$ cat src/rtl/ahb2apb_mslv_bridge_pkg.sv
// Shared types, constants and helpers for the multi-slave AHB-Lite to APB bridge.
// State codes are one-hot so each state decodes from a single flop.
package ahb2apb_pkg;

    typedef enum logic [5:0] {
        ST_IDLE   = 6'b000001,
        ST_WAIT   = 6'b000010,
        ST_SETUP  = 6'b000100,
        ST_ACCESS = 6'b001000,
        ST_ERR1   = 6'b010000,
        ST_ERR2   = 6'b100000
    } state_t;

    localparam logic [1:0] HRESP_OKAY  = 2'b00;
    localparam logic [1:0] HRESP_ERROR = 2'b01;

    localparam logic [2:0] HSIZE_BYTE = 3'd0;
    localparam logic [2:0] HSIZE_HALF = 3'd1;
    localparam logic [2:0] HSIZE_WORD = 3'd2;

    function automatic int calc_sel_w(input int num_slv);
        return (num_slv <= 1) ? 1 : $clog2(num_slv);
    endfunction

    // Transfers wider than a word, or not naturally aligned, cannot map onto APB strobes.
    function automatic logic size_ok(input logic [2:0] hsize, input logic [1:0] lane);
        case (hsize)
            HSIZE_BYTE: return 1'b1;
            HSIZE_HALF: return ~lane[0];
            HSIZE_WORD: return (lane == 2'b00);
            default:    return 1'b0;
        endcase
    endfunction

    function automatic logic [3:0] calc_pstrb(input logic hwrite, input logic [2:0] hsize,
                                              input logic [1:0] lane);
        logic [3:0] strb;
        strb = 4'b0000;
        if (hwrite) begin
            case (hsize)
                HSIZE_BYTE: strb = 4'b0001 << lane;
                HSIZE_HALF: strb = lane[1] ? 4'b1100 : 4'b0011;
                HSIZE_WORD: strb = 4'b1111;
                default:    strb = 4'b0000;
            endcase
        end
        return strb;
    endfunction

endpackage

$ cat src/rtl/ahb2apb_mslv_bridge_apb_rsp_mux.sv
// Selects pready, pslverr and prdata of the addressed APB slave.
// Out-of-range indices never reach here; they are rejected at request time.
module apb_rsp_mux #(
    parameter int NUM_SLV = 8,
    parameter int SEL_W   = 3
) (
    input  logic [SEL_W-1:0]      sel_idx,
    input  logic [NUM_SLV-1:0]    pready_bus,
    input  logic [NUM_SLV-1:0]    pslverr_bus,
    input  logic [NUM_SLV*32-1:0] prdata_bus,
    output logic                  pready,
    output logic                  pslverr,
    output logic [31:0]           prdata
);

    logic [NUM_SLV-1:0] hit;
    logic [31:0]        masked_rdata [NUM_SLV];

    for (genvar gi = 0; gi < NUM_SLV; gi++) begin : g_slv
        assign hit[gi]          = (int'(sel_idx) == gi);
        assign masked_rdata[gi] = hit[gi] ? prdata_bus[gi*32 +: 32] : 32'h0;
    end

    always_comb begin
        prdata = 32'h0;
        for (int i = 0; i < NUM_SLV; i++) begin
            prdata = prdata | masked_rdata[i];
        end
    end

    assign pready  = |(pready_bus & hit);
    assign pslverr = |(pslverr_bus & hit);

endmodule

$ cat src/rtl/ahb2apb_mslv_bridge.sv
// AHB-Lite slave to multi-slave APB bridge with decode, alignment and PREADY-timeout errors.
// APB timing advances only on i_pclk_en ticks; AHB handshake runs at full hclk rate.
module ahb2apb_mslv_bridge
    import ahb2apb_pkg::*;
#(
    parameter int ADDR_W  = 32,
    parameter int NUM_SLV = 8,
    parameter int SEL_LSB = 12,
    parameter int TIMEOUT = 255
) (
    input  logic                  i_hclk,
    input  logic                  i_hrst_n,
    input  logic                  i_pclk_en,
    input  logic                  i_hsel,
    input  logic                  i_hreadyin,
    input  logic                  i_hwrite,
    input  logic                  i_hsec,
    input  logic [1:0]            i_htrans,
    input  logic [2:0]            i_hsize,
    input  logic [3:0]            i_hprot,
    input  logic [ADDR_W-1:0]     i_haddr,
    input  logic [31:0]           i_hwdata,
    output logic                  o_hreadyout,
    output logic [1:0]            o_hresp,
    output logic [31:0]           o_hrdata,
    output logic [NUM_SLV-1:0]    o_psel,
    output logic                  o_penable,
    output logic                  o_pwrite,
    output logic [ADDR_W-1:0]     o_paddr,
    output logic [31:0]           o_pwdata,
    output logic [3:0]            o_pstrb,
    output logic [2:0]            o_pprot,
    input  logic [NUM_SLV-1:0]    i_pready,
    input  logic [NUM_SLV-1:0]    i_pslverr,
    input  logic [NUM_SLV*32-1:0] i_prdata
);

    localparam int                 SEL_W       = calc_sel_w(NUM_SLV);
    localparam bit                 TIMEOUT_EN  = (TIMEOUT != 0);
    localparam logic [7:0]         TIMEOUT_CNT = 8'(TIMEOUT);
    localparam logic [NUM_SLV-1:0] PSEL_ONE    = NUM_SLV'(1);

    state_t              state_reg;
    logic [7:0]          cnt_reg;
    logic                wait_first_reg;
    logic [ADDR_W-1:0]   addr_reg;
    logic                write_reg;
    logic [2:0]          prot_reg;
    logic [3:0]          strb_reg;
    logic [SEL_W-1:0]    idx_reg;
    logic                hreadyout_reg;
    logic [1:0]          hresp_reg;
    logic [31:0]         hrdata_reg;
    logic [NUM_SLV-1:0]  psel_reg;
    logic                penable_reg;
    logic                pwrite_reg;
    logic [ADDR_W-1:0]   paddr_reg;
    logic [31:0]         pwdata_reg;
    logic [3:0]          pstrb_reg;
    logic [2:0]          pprot_reg;

    logic                req;
    logic [SEL_W-1:0]    idx_in;
    logic                idx_ok;
    logic                req_ok;
    logic                mux_pready;
    logic                mux_pslverr;
    logic [31:0]         mux_prdata;
    logic                unused_inputs;

    assign req     = i_hsel & i_htrans[1] & i_hreadyin & hreadyout_reg;
    assign idx_in  = i_haddr[SEL_LSB +: SEL_W];
    assign idx_ok  = (int'(idx_in) < NUM_SLV);
    assign req_ok  = idx_ok & size_ok(i_hsize, i_haddr[1:0]);

    // SEQ vs NONSEQ and the cacheable/bufferable hprot bits do not affect APB.
    assign unused_inputs = ^{i_htrans[0], i_hprot[3:2]};

    apb_rsp_mux #(
        .NUM_SLV (NUM_SLV),
        .SEL_W   (SEL_W)
    ) u_rsp_mux (
        .sel_idx     (idx_reg),
        .pready_bus  (i_pready),
        .pslverr_bus (i_pslverr),
        .prdata_bus  (i_prdata),
        .pready      (mux_pready),
        .pslverr     (mux_pslverr),
        .prdata      (mux_prdata)
    );

    always_ff @(posedge i_hclk or negedge i_hrst_n) begin
        if (!i_hrst_n) begin
            state_reg      <= ST_IDLE;
            cnt_reg        <= 8'h0;
            wait_first_reg <= 1'b0;
            addr_reg       <= '0;
            write_reg      <= 1'b0;
            prot_reg       <= 3'b000;
            strb_reg       <= 4'b0000;
            idx_reg        <= '0;
            hreadyout_reg  <= 1'b1;
            hresp_reg      <= HRESP_OKAY;
            hrdata_reg     <= 32'h0;
            psel_reg       <= '0;
            penable_reg    <= 1'b0;
            pwrite_reg     <= 1'b0;
            paddr_reg      <= '0;
            pwdata_reg     <= 32'h0;
            pstrb_reg      <= 4'b0000;
            pprot_reg      <= 3'b000;
        end else begin
            case (state_reg)
                ST_IDLE: begin
                    if (req) begin
                        hreadyout_reg <= 1'b0;
                        if (req_ok) begin
                            addr_reg       <= i_haddr;
                            write_reg      <= i_hwrite;
                            prot_reg       <= {~i_hprot[0], ~i_hsec, i_hprot[1]};
                            strb_reg       <= calc_pstrb(i_hwrite, i_hsize, i_haddr[1:0]);
                            idx_reg        <= idx_in;
                            wait_first_reg <= 1'b1;
                            state_reg      <= ST_WAIT;
                        end else begin
                            hresp_reg <= HRESP_ERROR;
                            state_reg <= ST_ERR1;
                        end
                    end
                end
                ST_WAIT: begin
                    // hwdata is valid in the first data-phase cycle only.
                    wait_first_reg <= 1'b0;
                    if (wait_first_reg && write_reg) begin
                        pwdata_reg <= i_hwdata;
                    end
                    if (i_pclk_en) begin
                        psel_reg    <= PSEL_ONE << idx_reg;
                        penable_reg <= 1'b0;
                        paddr_reg   <= addr_reg;
                        pwrite_reg  <= write_reg;
                        pstrb_reg   <= strb_reg;
                        pprot_reg   <= prot_reg;
                        cnt_reg     <= 8'h0;
                        state_reg   <= ST_SETUP;
                    end
                end
                ST_SETUP: begin
                    if (i_pclk_en) begin
                        penable_reg <= 1'b1;
                        state_reg   <= ST_ACCESS;
                    end
                end
                ST_ACCESS: begin
                    if (i_pclk_en) begin
                        if (mux_pready) begin
                            psel_reg    <= '0;
                            penable_reg <= 1'b0;
                            if (mux_pslverr) begin
                                hresp_reg <= HRESP_ERROR;
                                state_reg <= ST_ERR1;
                            end else begin
                                if (!write_reg) begin
                                    hrdata_reg <= mux_prdata;
                                end
                                hreadyout_reg <= 1'b1;
                                state_reg     <= ST_IDLE;
                            end
                        end else begin
                            cnt_reg <= cnt_reg + 8'd1;
                            if (TIMEOUT_EN && (cnt_reg == TIMEOUT_CNT - 8'd1)) begin
                                psel_reg    <= '0;
                                penable_reg <= 1'b0;
                                hresp_reg   <= HRESP_ERROR;
                                state_reg   <= ST_ERR1;
                            end
                        end
                    end
                end
                ST_ERR1: begin
                    hreadyout_reg <= 1'b1;
                    state_reg     <= ST_ERR2;
                end
                ST_ERR2: begin
                    hresp_reg <= HRESP_OKAY;
                    state_reg <= ST_IDLE;
                end
                default: begin
                    state_reg <= ST_IDLE;
                end
            endcase
        end
    end

    assign o_hreadyout = hreadyout_reg;
    assign o_hresp     = hresp_reg;
    assign o_hrdata    = hrdata_reg;
    assign o_psel      = psel_reg;
    assign o_penable   = penable_reg;
    assign o_pwrite    = pwrite_reg;
    assign o_paddr     = paddr_reg;
    assign o_pwdata    = pwdata_reg;
    assign o_pstrb     = pstrb_reg;
    assign o_pprot     = pprot_reg;

endmodule

$ cat config.mk
export PLATFORM = sky130hd
export DESIGN_NAME = ahb2apb_mslv_bridge
export DESIGN_NICKNAME = d
export VERILOG_FILES = /design/src/rtl/ahb2apb_mslv_bridge_pkg.sv /design/src/rtl/ahb2apb_mslv_bridge_apb_rsp_mux.sv /design/src/rtl/ahb2apb_mslv_bridge.sv
export SDC_FILE = /design/constraint.sdc
export NUM_CORES = 1
export LEC_CHECK = 0
export CORE_AREA = 2 2 181 183
export DETAILED_ROUTE_END_ITERATION = 16
export DIE_AREA = 0 0 183 185
export GPL_TIMING_DRIVEN = 0
export PLACE_DENSITY = 0.69
export SLEW_MARGIN = 20
export SYNTH_ARGS = -nofsm -noshare
export SYNTH_HDL_FRONTEND = slang
export SYNTH_SLANG_ARGS = --single-unit
export TNS_END_PERCENT = 5
$ cat constraint.sdc
create_clock -name i_hclk -period 5.2 [get_ports i_hclk]
set_input_delay 0.52 -clock i_hclk [delete_from_list [all_inputs] [get_ports i_hclk]]
set_output_delay 0.52 -clock i_hclk [all_outputs]
set_load 0.01 [all_outputs]
==> impl_metrics.toml <==
[global_route]
grt_pass1_vias = 8890
gr-total-overflow = 0
antenna_found_initial = 19
grt_pass1_wl_um = 59900
grt_max_degree = 98
grt_usage_pct = 24.6

[clock_tree]
clk_pin_slew_worst_paths_ps = 70
insertion_delay_ps = 430
cts_max_level = 4
cts_tree = "done"
cts_made_buffers = 17
post_cts_buffers = 0
cts-root-buf = "clkbuf_16"
cts_resized = 0
clockBufferDepth = 2
cts_hold_buf = 0
cts.sinks = 170

[critical_path]
reg2reg_depth = 8
reg2reg_to = "o_hrdata[1]"
critPathKind = "reg -> reg"
crit_arrival_ps = 4100
r2r_start = "addr_reg[14]"
reg2reg_slack_ps = 1480
end_kind = "flip-flop"
crit_path_start_kind = "flip-flop"
critPathMaxFanout = 10
cp-startpoint = "addr_reg[14]"
crit_end = "o_hrdata[1]"
cp_data_required_time_ps = 5580

[drt]
avgRoutedWirePerCell_um = 24.6
drc_errors = 0
drt_iter0_drc = 469
first_pass_iters = 5
via_count = 8899
drtAntennaViolNets = 0
wirelength_um = 43300
drt-vias-per-instance = 5.05

[flow_run]
maxCapViolations = 0

[power]
p_total_mw = 4.07
power_density_nw_per_um2 = 286
leakagePower_nw = 6.26
ir_worst_vdd_uv = 168

[synthesis]
synth_cell_types = 57
ys.flop_type = "dfrtp_1"
synth-edff-count = 0
yosysTopAreaCell = "dfrtp_1"
synth_cells = 847
synthesis.nets = 1201
ys_warn_count = 0
synthTopCellsByArea = "dfrtp_1 50%, nand2_1 10%, mux2_2 8.4%, a22oi_1 7.1%, a22o_1 2.7%"
synthArstFlopShare_pct = 100
synth-seq-cells = 170
seq_area_frac_synth_pct = 50.6
syn_area_per_cell_um2 = 9.94
synth_area_um2 = 8420
netlist.area_leader.share_pct = 50.0

[place]
placedCellCount = 1718
globalplace.congestion = 0.950
place_hpwl_um = 34300
placed_cell_area_um2 = 13600
io_buffers = 462

[floorplanning]
die_h_um = 185
initial_core_util_pct = 26.3
die_x_um = 183
top_level_ports = 468
dieArea_um2 = 33900
core-area_um2 = 32000
rows = 66

[layout]
fin_cells = 1763
fin_nets = 1683
drive_gt1_share_pct = 9.39
final_common_cell = "clkdlybuf4s50_1"
mostFrequentLayoutCells = "461 x clkdlybuf4s50_1, 233 x nand2_1, 168 x dfrtp_1"
syn_to_final_growth_pct = 68.9
final_cell_area_um2 = 14200

[timing]
fin_crit_ps = 3720
skew_ps = 12.3
rsz0062_at_grt = "no"
slew_violations = 0
relSlewSlack_pct = 33.3
hold_viol_final = 0
setup_viol = 0
holdWs_ps = 22.5
timing.final.crit_share_pct = 71.6
worst_slew_pin_slew_ps = 1000
tns_ps = 0
max_freq_mhz = 269

[hold_path]
hp-class = "in -> async"

[run_status]
status = "completed"
## report_power, final
group / internal (mW) / leakage [nW] / total, mW / switching [mW]
logic: 0.599 / 3.63 / 1.23 / 0.629
registers: 1.45 / 2.35 / 1.53 / 0.0823
clock network: 0.721 / 0.286 / 1.31 / 0.584
## cells in the mapped netlist (3+ instances only)
master / instances
clkbuf_1: 52
buf_1: 3
nand4_1: 13
nor3_1: 4
nor4_1: 3
a221oi_1: 24
nand2_1: 233
buf_6: 4
or2_2: 7
a22o_1: 26
nor3b_1: 11
nand3_1: 28
nor2_1: 16
mux2_2: 63
inv_1: 6
and3b_1: 3
and2_1: 5
o41ai_1: 6
a22oi_1: 80
a21oi_1: 5
o21ai_0: 21
nor2b_1: 3
mux4_2: 3
buf_2: 4
a21o_1: 9
o311ai_0: 5
dfrtp_1: 168
## cell type report
class                           count  area [µm²]
Timing Repair Buffer              463        4660
Antenna cell                       13        32.5
Buffer                             64         279
Fill cell                        3094       17800
Inverter                            6        22.5
Multi-Input combinational cell    607        3870
Sequential cell                   170        4260
Clock buffer                       18         429
Tap cell                          408         510
Clock inverter                     14         160
## layer usage
layer  global-route usage, %  share of wire [%]
met3                    10.3                9.8
met2                    40.7                 49
met1                    27.9                 38
met5                       0               0.17
met4                    10.8                3.1
## worst min path at each step
| stage | startpoint | endpoint | slack [ps] | cells past startpoint |
|---|---|---|---|---|
| floorplan | i_hrst_n | addr_reg[0] | 220 | 0 |
| global placement | prot_reg[1] | o_pprot[1] | 450 | 2 |
| detailed placement | addr_reg[31] | o_paddr[31] | 450 | 2 |
| CTS | i_hrst_n | o_hrdata[7] | 70 | 1 |
| global route | i_hrst_n | o_hrdata[7] | 70 | 1 |
| finish | i_hrst_n | o_hrdata[7] | 20 | 1 |
## cells by family (layout without fill, tap and decap cells)
| group | after synthesis | count (layout) | share of synthesized area [%] |
|---|---|---|---|
| simple gates | 341 | 341 | 18.2 |
| xor+xnor | 1 | 1 | 0.104 |
| flops | 170 | 170 | 50.6 |
| fa+ha+maj | 2 | 2 | 0.297 |
| mux | 69 | 69 | 9.68 |
| buf+inv | 70 | 565 | 3.58 |
| other cells | 1 | 14 | 0.0446 |
| compound gates | 193 | 193 | 17.5 |
## critical path, stage by stage (launching register included)
cell and delay, ps:
dfrtp_1 360, clkbuf_1 210, clkbuf_1 310, nor3b_1 850, clkbuf_1 470, clkbuf_1 720, a22oi_1 350, nand3_1 240
mux2_2 170
## metrics by stage
stage	setup slack [ps]	util, %
2_1_floorplan	2550	-
3_3_place_gp	-3850	42.3
3_5_place_dp	1510	42.4
4_1_cts	1490	44.3
5_1_grt	1300	44.4
6_report	1480	44.4
Power figures use the tool's default switching activity.
